**src/rtl/dram_ctrl.sv**
```systemverilog
// Burst read/write controller in front of the 4K x 8 single-port dram.
// Optional refresh windows are enabled with DRAM_REFRESH_EN.
module dram_ctrl #(
  parameter int ADDR_W         = 12,
  parameter int DATA_W         = 8,
  parameter int LEN_W          = 4,
  parameter int REFRESH_PERIOD = 512,
  parameter int REFRESH_CYCLES = 8
) (
  input  logic              clk,
  input  logic              rst,
  input  logic              cmd_valid,
  output logic              cmd_ready,
  input  logic              cmd_we,
  input  logic [ADDR_W-1:0] cmd_addr,
  input  logic [LEN_W-1:0]  cmd_len,
  input  logic              wd_valid,
  output logic              wd_ready,
  input  logic [DATA_W-1:0] wd_data,
  output logic              rd_valid,
  output logic [DATA_W-1:0] rd_data,
  output logic              rd_last,
  output logic              busy,
  output logic              refresh_active,
  output logic [ADDR_W-1:0] mem_address,
  output logic [DATA_W-1:0] mem_data_in,
  output logic              mem_we,
  input  logic [DATA_W-1:0] mem_data_out
);

`ifdef DRAM_REFRESH_EN
  typedef enum logic [2:0] {
    IDLE, WRITE, READ, READ_DRAIN, REFRESH
  } state_t;
`else
  typedef enum logic [2:0] {
    IDLE, WRITE, READ, READ_DRAIN
  } state_t;
`endif

  state_t              state_q, state_d;
  logic [ADDR_W-1:0]   addr_q, addr_d;
  logic [LEN_W-1:0]    cnt_q, cnt_d;
  logic                alive_q;
  logic                mem_we_q, mem_we_d;
  logic [ADDR_W-1:0]   mem_address_q, mem_address_d;
  logic [DATA_W-1:0]   mem_data_in_q, mem_data_in_d;
  logic                rd_issue_q, rd_issue_d;
  logic                rd_valid_q, rd_valid_d;
  logic                rd_last_q, rd_last_d;
  logic [DATA_W-1:0]   rd_data_q, rd_data_d;
  logic                busy_q, busy_d;
  logic                ref_pend;

`ifdef DRAM_REFRESH_EN
  localparam int TW = (REFRESH_PERIOD > 1) ? $clog2(REFRESH_PERIOD) : 1;
  localparam int WW = $clog2(REFRESH_CYCLES + 1);

  logic [TW-1:0] tmr_q, tmr_d;
  logic [WW-1:0] win_q, win_d;
  logic          pend_q, pend_d;
  logic          tick;
  logic          ref_clr;

  assign ref_pend       = pend_q;
  assign refresh_active = (state_q == REFRESH);
  assign tick           = (tmr_q == TW'(REFRESH_PERIOD - 1));

  always_comb begin
    tmr_d  = tick ? '0 : tmr_q + TW'(1);
    pend_d = (pend_q && !ref_clr) || tick;
  end

  always_ff @(posedge clk or posedge rst) begin
    if (rst) begin
      tmr_q  <= '0;
      win_q  <= '0;
      pend_q <= 1'b0;
    end else begin
      tmr_q  <= tmr_d;
      win_q  <= win_d;
      pend_q <= pend_d;
    end
  end
`else
  assign ref_pend       = 1'b0;
  assign refresh_active = 1'b0;
`endif

  always_comb begin
    state_d       = state_q;
    addr_d        = addr_q;
    cnt_d         = cnt_q;
    mem_we_d      = 1'b0;
    mem_address_d = mem_address_q;
    mem_data_in_d = mem_data_in_q;
    rd_issue_d    = 1'b0;
    rd_valid_d    = rd_issue_q;
    rd_last_d     = (state_q == READ_DRAIN);
    // mem_data_out is only valid for the address issued last cycle
    rd_data_d     = rd_issue_q ? mem_data_out : rd_data_q;
    cmd_ready     = 1'b0;
    wd_ready      = 1'b0;
`ifdef DRAM_REFRESH_EN
    win_d         = win_q;
    ref_clr       = 1'b0;
`endif
    unique case (state_q)
      IDLE: begin
        cmd_ready = alive_q && !ref_pend;
`ifdef DRAM_REFRESH_EN
        if (ref_pend) begin
          state_d = REFRESH;
          win_d   = WW'(REFRESH_CYCLES - 1);
        end else
`endif
        if (cmd_valid && cmd_ready) begin
          addr_d  = cmd_addr;
          cnt_d   = cmd_len;
          state_d = cmd_we ? WRITE : READ;
        end
      end
      WRITE: begin
        wd_ready = 1'b1;
        if (wd_valid) begin
          mem_we_d      = 1'b1;
          mem_address_d = addr_q;
          mem_data_in_d = wd_data;
          addr_d        = addr_q + ADDR_W'(1);
          cnt_d         = cnt_q - LEN_W'(1);
          if (cnt_q == '0) state_d = IDLE;
        end
      end
      READ: begin
        mem_address_d = addr_q;
        rd_issue_d    = 1'b1;
        addr_d        = addr_q + ADDR_W'(1);
        cnt_d         = cnt_q - LEN_W'(1);
        if (cnt_q == '0) state_d = READ_DRAIN;
      end
      READ_DRAIN: state_d = IDLE;
`ifdef DRAM_REFRESH_EN
      REFRESH: begin
        if (win_q == '0) begin
          state_d = IDLE;
          ref_clr = 1'b1;
        end else begin
          win_d = win_q - WW'(1);
        end
      end
`endif
      default: state_d = IDLE;
    endcase
    busy_d = (state_d != IDLE);
  end

  always_ff @(posedge clk or posedge rst) begin
    if (rst) begin
      state_q       <= IDLE;
      addr_q        <= '0;
      cnt_q         <= '0;
      alive_q       <= 1'b0;
      mem_we_q      <= 1'b0;
      mem_address_q <= '0;
      mem_data_in_q <= '0;
      rd_issue_q    <= 1'b0;
      rd_valid_q    <= 1'b0;
      rd_last_q     <= 1'b0;
      rd_data_q     <= '0;
      busy_q        <= 1'b0;
    end else begin
      state_q       <= state_d;
      addr_q        <= addr_d;
      cnt_q         <= cnt_d;
      alive_q       <= 1'b1;
      mem_we_q      <= mem_we_d;
      mem_address_q <= mem_address_d;
      mem_data_in_q <= mem_data_in_d;
      rd_issue_q    <= rd_issue_d;
      rd_valid_q    <= rd_valid_d;
      rd_last_q     <= rd_last_d;
      rd_data_q     <= rd_data_d;
      busy_q        <= busy_d;
    end
  end

  assign mem_we      = mem_we_q;
  assign mem_address = mem_address_q;
  assign mem_data_in = mem_data_in_q;
  assign rd_valid    = rd_valid_q;
  assign rd_last     = rd_last_q;
  assign rd_data     = rd_data_q;
  assign busy        = busy_q;

endmodule

```
**config.mk**
```make
export PLATFORM = sky130hd
export DESIGN_NAME = dram_ctrl
export DESIGN_NICKNAME = d
export VERILOG_FILES = /design/src/rtl/dram_ctrl.sv
export SDC_FILE = /design/constraint.sdc
export NUM_CORES = 1
export LEC_CHECK = 0
export CAP_MARGIN = 20
export CELL_PAD_IN_SITES_DETAIL_PLACEMENT = 1
export CELL_PAD_IN_SITES_GLOBAL_PLACEMENT = 2
export CORE_MARGIN = 2
export CORE_UTILIZATION = 33
export DETAILED_ROUTE_END_ITERATION = 7
export PLACE_DENSITY = 0.87
export SKIP_CTS_REPAIR_TIMING = 1
export SLEW_MARGIN = 20
export SYNTH_ARGS = -nofsm -noshare
export SYNTH_HDL_FRONTEND = slang
export SYNTH_SLANG_ARGS = --single-unit
```
**constraint.sdc**
```tcl
create_clock -name clk -period 2.9 [get_ports clk]
set_input_delay 0.29 -clock clk [delete_from_list [all_inputs] [get_ports clk]]
set_output_delay 0.29 -clock clk [all_outputs]
set_load 0.02 [all_outputs]
```
Word level (Yosys, flattened, before mapping)
Index checks and enable logic that the tools add are counted.
{"block": "totals", "register_bits": 53, "wordCells": 47}
{"block": "op_classes", "reduce_logical": 9, "n_eq_ne": 5, "addsub": 2, "muxes": 19}
{"cell": "12-bit 2-to-1 mux", "count": 3}
{"cell": "12-bit case mux with 3 select lines", "count": 1}
{"cell": "12-bit case mux with 2 select lines", "count": 1}
{"cell": "12-bit by 1-bit adder with 12-bit output (second input constant)", "count": 1}
{"cell": "3-bit 2-to-1 mux", "count": 4}
{"cell": "4-bit case mux with 3 select lines", "count": 1}
{"cell": "3-bit case mux with 3 select lines", "count": 1}
{"cell": "4-bit 2-to-1 mux", "count": 2}
{"cell": "3-bit by 2-bit equality test with 1-bit output (second input constant)", "count": 2}
{"cell": "3-bit nonzero test", "count": 2}
{"cell": "1-bit 2-to-1 mux", "count": 5}
{"cell": "4-bit logical NOT", "count": 1}
{"cell": "2-bit inequality test (second input constant)", "count": 2}
{"cell": "2-bit AND reduction", "count": 2}
{"cell": "4-bit by 1-bit subtractor with 4-bit output (second input constant)", "count": 1}
{"cell": "3-bit by 1-bit equality test with 1-bit output (second input constant)", "count": 1}
{"cell": "3-bit logical NOT", "count": 1}
{"cell": "3-bit AND reduction", "count": 1}
{"cell": "2-bit 2-to-1 mux", "count": 1}
{"cell": "2-bit nonzero test", "count": 1}
{"cell": "1-bit logical AND", "count": 1}

Depth between registers and ports, before layout
{"block": "logic_depth", "word_depth": 5, "mapped_depth": 6, "depth_no_buf": 6}

Least setup slack after synthesis
Ideal clock, no wire load.
{"block": "synth_path", "path_kind": "register to output", "start": "register state_q[0]", "end": "output cmd_ready", "t_arrival_ns": 1.434, "path_buffers": 1, "required_time_ns": 2.610, "setup_slack_ns": 1.176, "stages_incl_launch_ff": 3, "cell_sequence": "dfrtp_1 -> buf_4 -> nor4b_1"}
{"block": "synth_between", "elab_chain_len": 2}
{"item": "start: declaration", "line": "41", "source": "state_t state_q, state_d;"}
{"item": "start signal: assignment", "line": "172", "source": "state_q <= state_d;"}
{"item": "3-bit logical NOT", "line": "108", "source": "unique case (state_q)"}
{"item": "1-bit 2-to-1 mux", "line": "108"}
{"item": "end: declaration", "line": "13", "source": "output logic cmd_ready,"}
Every way passes these cells.

Final worst setup path
{"block": "layout_path", "start": "register state_q[2]", "end": "output wd_ready"}
{"block": "layout_between", "elab_chain_len": 2}
{"item": "3-bit by 1-bit equality test with 1-bit output", "line": "108"}
{"item": "1-bit 2-to-1 mux", "line": "108"}
{"item": "end: declaration", "line": "18", "source": "output logic wd_ready,"}
Every way passes these cells.

==> flow_metrics.tcl <==
set metrics [dict create \
    ios 72 \
    peakVddDrop_uv 325.5 \
    synth_top_cells_by_area "dfrtp_1 (52%), mux2_2 (7.9%), mux2_1 (4.4%), buf_6 (2.6%), a2bb2oi_2 (2.3%)" \
    max_slew.worst_pin.slew_ps 641.2 \
    final.setup_skew_ps 10.68 \
    pwr-share-seq_pct 42.4 \
    switchingPower_mw 0.9592 \
    post-place-ws_ps 834.2 \
    n_fill_cell 841 \
    grt_pass1_vias 2081 \
    period_share_pct 82.60 \
    route.detailed.drc 0 \
    firstDrtPassIters 6 \
    synth_top_flop_cell "dfrtp_1" \
    layout.cells.non_filler 382 \
    path_buf_inv 2 \
    synth-seq-cells 53 \
    clockRootBuffer "clkbuf_8" \
    outcome "complete, no violations" \
    path_clk_slew_ps 100 \
    synth-edff-count 0 \
    drv_slew 0 \
    critPathTopFamily "buffers and inverters" \
    cts_tree "done" \
    start_kind "flop" \
    path_max_fanout 13 \
    postSynthCellCount 208 \
    initial_core_util_pct 33.62 \
    drtIter0Drc 49 \
    rsz0062_at_grt "false" \
    port_buffers 70 \
    hpwl_um 4433 \
    htreeDepth 2 \
    grt_max_degree 21 \
    end_kind "primary output" \
    p_leak_nw 1.375 \
    hp-class "input port to async pin" \
    synth.largest_area_cell "dfrtp_1" \
    cts_buffer_depth 2 \
    power_density_nw_per_um2 806.5 \
    numCtsBuffers 5 \
    fin_area_um2 3443 \
    worstPathRequired_ps 2610 \
    dp.cells 374 \
    vias 1924 \
    cp.arrival_ps 2110 \
    place_area_um2 3324 \
    clk_latency_ps 310 \
    path_cells "inv_2 > nand2_1 > nor2_1 > clkdlybuf4s50_1" \
    fin_util_pct 45.26 \
    antenna_found_initial 0 \
    slowest_delay_ps 760 \
    intPower_mw 1.818 \
    drv_cap 0 \
    wl_per_cell_um 15.84 \
    clock_power_share_pct 19.1 \
    finalNetCount 318 \
    grt_pass1_wl_um 10230 \
    dieHeight_um 92.04 \
    coreArea_um2 7607 \
    hold_violations 0 \
    die_area_um2 8470 \
    num_rows 32 \
    layout-drive-gt1-share_pct 18.57 \
    routed_via_density 5.037 \
    p_comb_share_pct 38.5 \
    antenna_left 0 \
    synth.most_common_cell "dfrtp_1" \
    tns_ps 0 \
    clock.fmax_ghz 0.4175 \
    multiInputGateArea_um2 1110 \
    post_synth.cell_area_avg_um2 12.30 \
    seq_area_frac_synth_pct 51.86 \
    synthArstFlopShare_pct 100.0 \
    ys_types 53 \
    gr-total-overflow 0 \
    synthToLayoutAreaGrowth_pct 34.64 \
    layout_setup_ws_ps 504.7 \
    synth_common_cells "dfrtp_1 (53), mux2_2 (18), a21oi_1 (10), mux2_1 (10), nand2_1 (9)" \
    slew-limit-headroom_pct 57.26 \
    grt_usage_pct 15.30 \
    gp_congestion 0.7964 \
    finalWirelength_um 6049 \
    swShare_pct 34.54 \
    final-setup-viol-count 0 \
    yosysTopAreaCellShare_pct 51.86 \
    seqCellArea_um2 1326 \
    die_w_um 92.04 \
    crit_type "flop to primary output" \
    cts.sinks 53 \
    yosysWarnings 0 \
    cp_slowest_cell "dfrtp_1" \
    antenna_cells 0 \
    min_period_ps 2395 \
    synth_area_um2 2557 \
]
[flip-flops by register name, indices dropped and copies added, names as in the netlist, 3 cells and up]
register / flops
mem_address: 12
rd_data: 8
state_q: 3
addr_q: 12
cnt_q: 4
mem_data_in: 8
[area by class of cell]
type | count | share of cell area (%)
inverter | 8 | 0.8721
sequential | 53 | 38.52
tap | 102 | 3.706
timing repair buffer | 74 | 21.22
multi-input combinational | 137 | 32.23
clock buffer | 5 | 1.999
clock inverter | 3 | 1.453
[metrics by stage]
stage | power [mW] | hold slack, ps
detailed placement | 2.279 | 473.8
global route | 2.946 | 292.4
finish | 2.777 | 275.0
CTS | 2.822 | 285.3
floorplan | 1.770 | 351.9
global placement | 2.248 | 467.1
[worst reg2reg max path, stage by stage (launching register included)]
cell       delay [ps]
dfrtp_1           610
a211oi_2          460
a211o_1           520
a21oi_1           120
a2bb2oi_2         150
[logic make-up (layout without fill, tap and decap cells)]
family          Yosys count  after routing  share of synthesized area (%)
compound gates           51             51                          15.56
simple gates             48             48                          11.64
flops                    53             53                          51.86
fa+ha+maj                 2              2                         0.9783
other cells               2              3                         0.2937
buf+inv                  19             90                          4.892
xor+xnor                  2              2                          1.272
mux                      31             31                          13.50
[cell usage in the layout, fill, tap and decap left out, drive strengths merged, types with 4 or more instances in the layout]
cell type	Yosys	final
nand4	5	5
a2bb2oi	7	7
dfrtp	53	53
o22ai	4	4
o21ai	11	11
mux2	28	28
nand3	7	7
clkdlybuf4s50	0	70
nor3	4	4
nor2	6	6
nand2	10	10
buf	9	4
clkbuf	2	5
inv	8	9
a21oi	14	14
[worst paths after layout]
| check | start | to | slack, ps | cells past startpoint |
|---|---|---|---|---|
| hold / removal | rst | mem_data_in[0] | 280 | 2 |
| setup / recovery | state_q[2] | wd_ready | 500 | 4 |
| min in group clk | mem_address[8] | mem_address[8] | 490 | 1 |
| max in group asynchronous | rst | state_q[2] | 2000 | 3 |
| setup reg to reg | state_q[0] | addr_q[7] | 940 | 4 |
| hold reg to reg | mem_address[8] | mem_address[8] | 490 | 1 |
[power groups by stage]
stage	Combinational, mW	Clock (mW)	Sequential [mW]
floorplan	0.416	0	1.35
global placement	1.06	0	1.19
detailed placement	1.08	0	1.20
CTS	1.09	0.551	1.18
global route	1.14	0.581	1.22
finish	1.07	0.530	1.18
[layer usage]
metal | GRT usage [%] | wire length, um | up-vias
met3 | 3.040 | 192 | 6
li1 | - | - | 898
met5 | 0 | 0 | -
met4 | 5.224 | 89 | 0
met1 | 18.86 | 2649 | 987
met2 | 26.72 | 3117 | 33
Power figures use the tool's default switching activity.
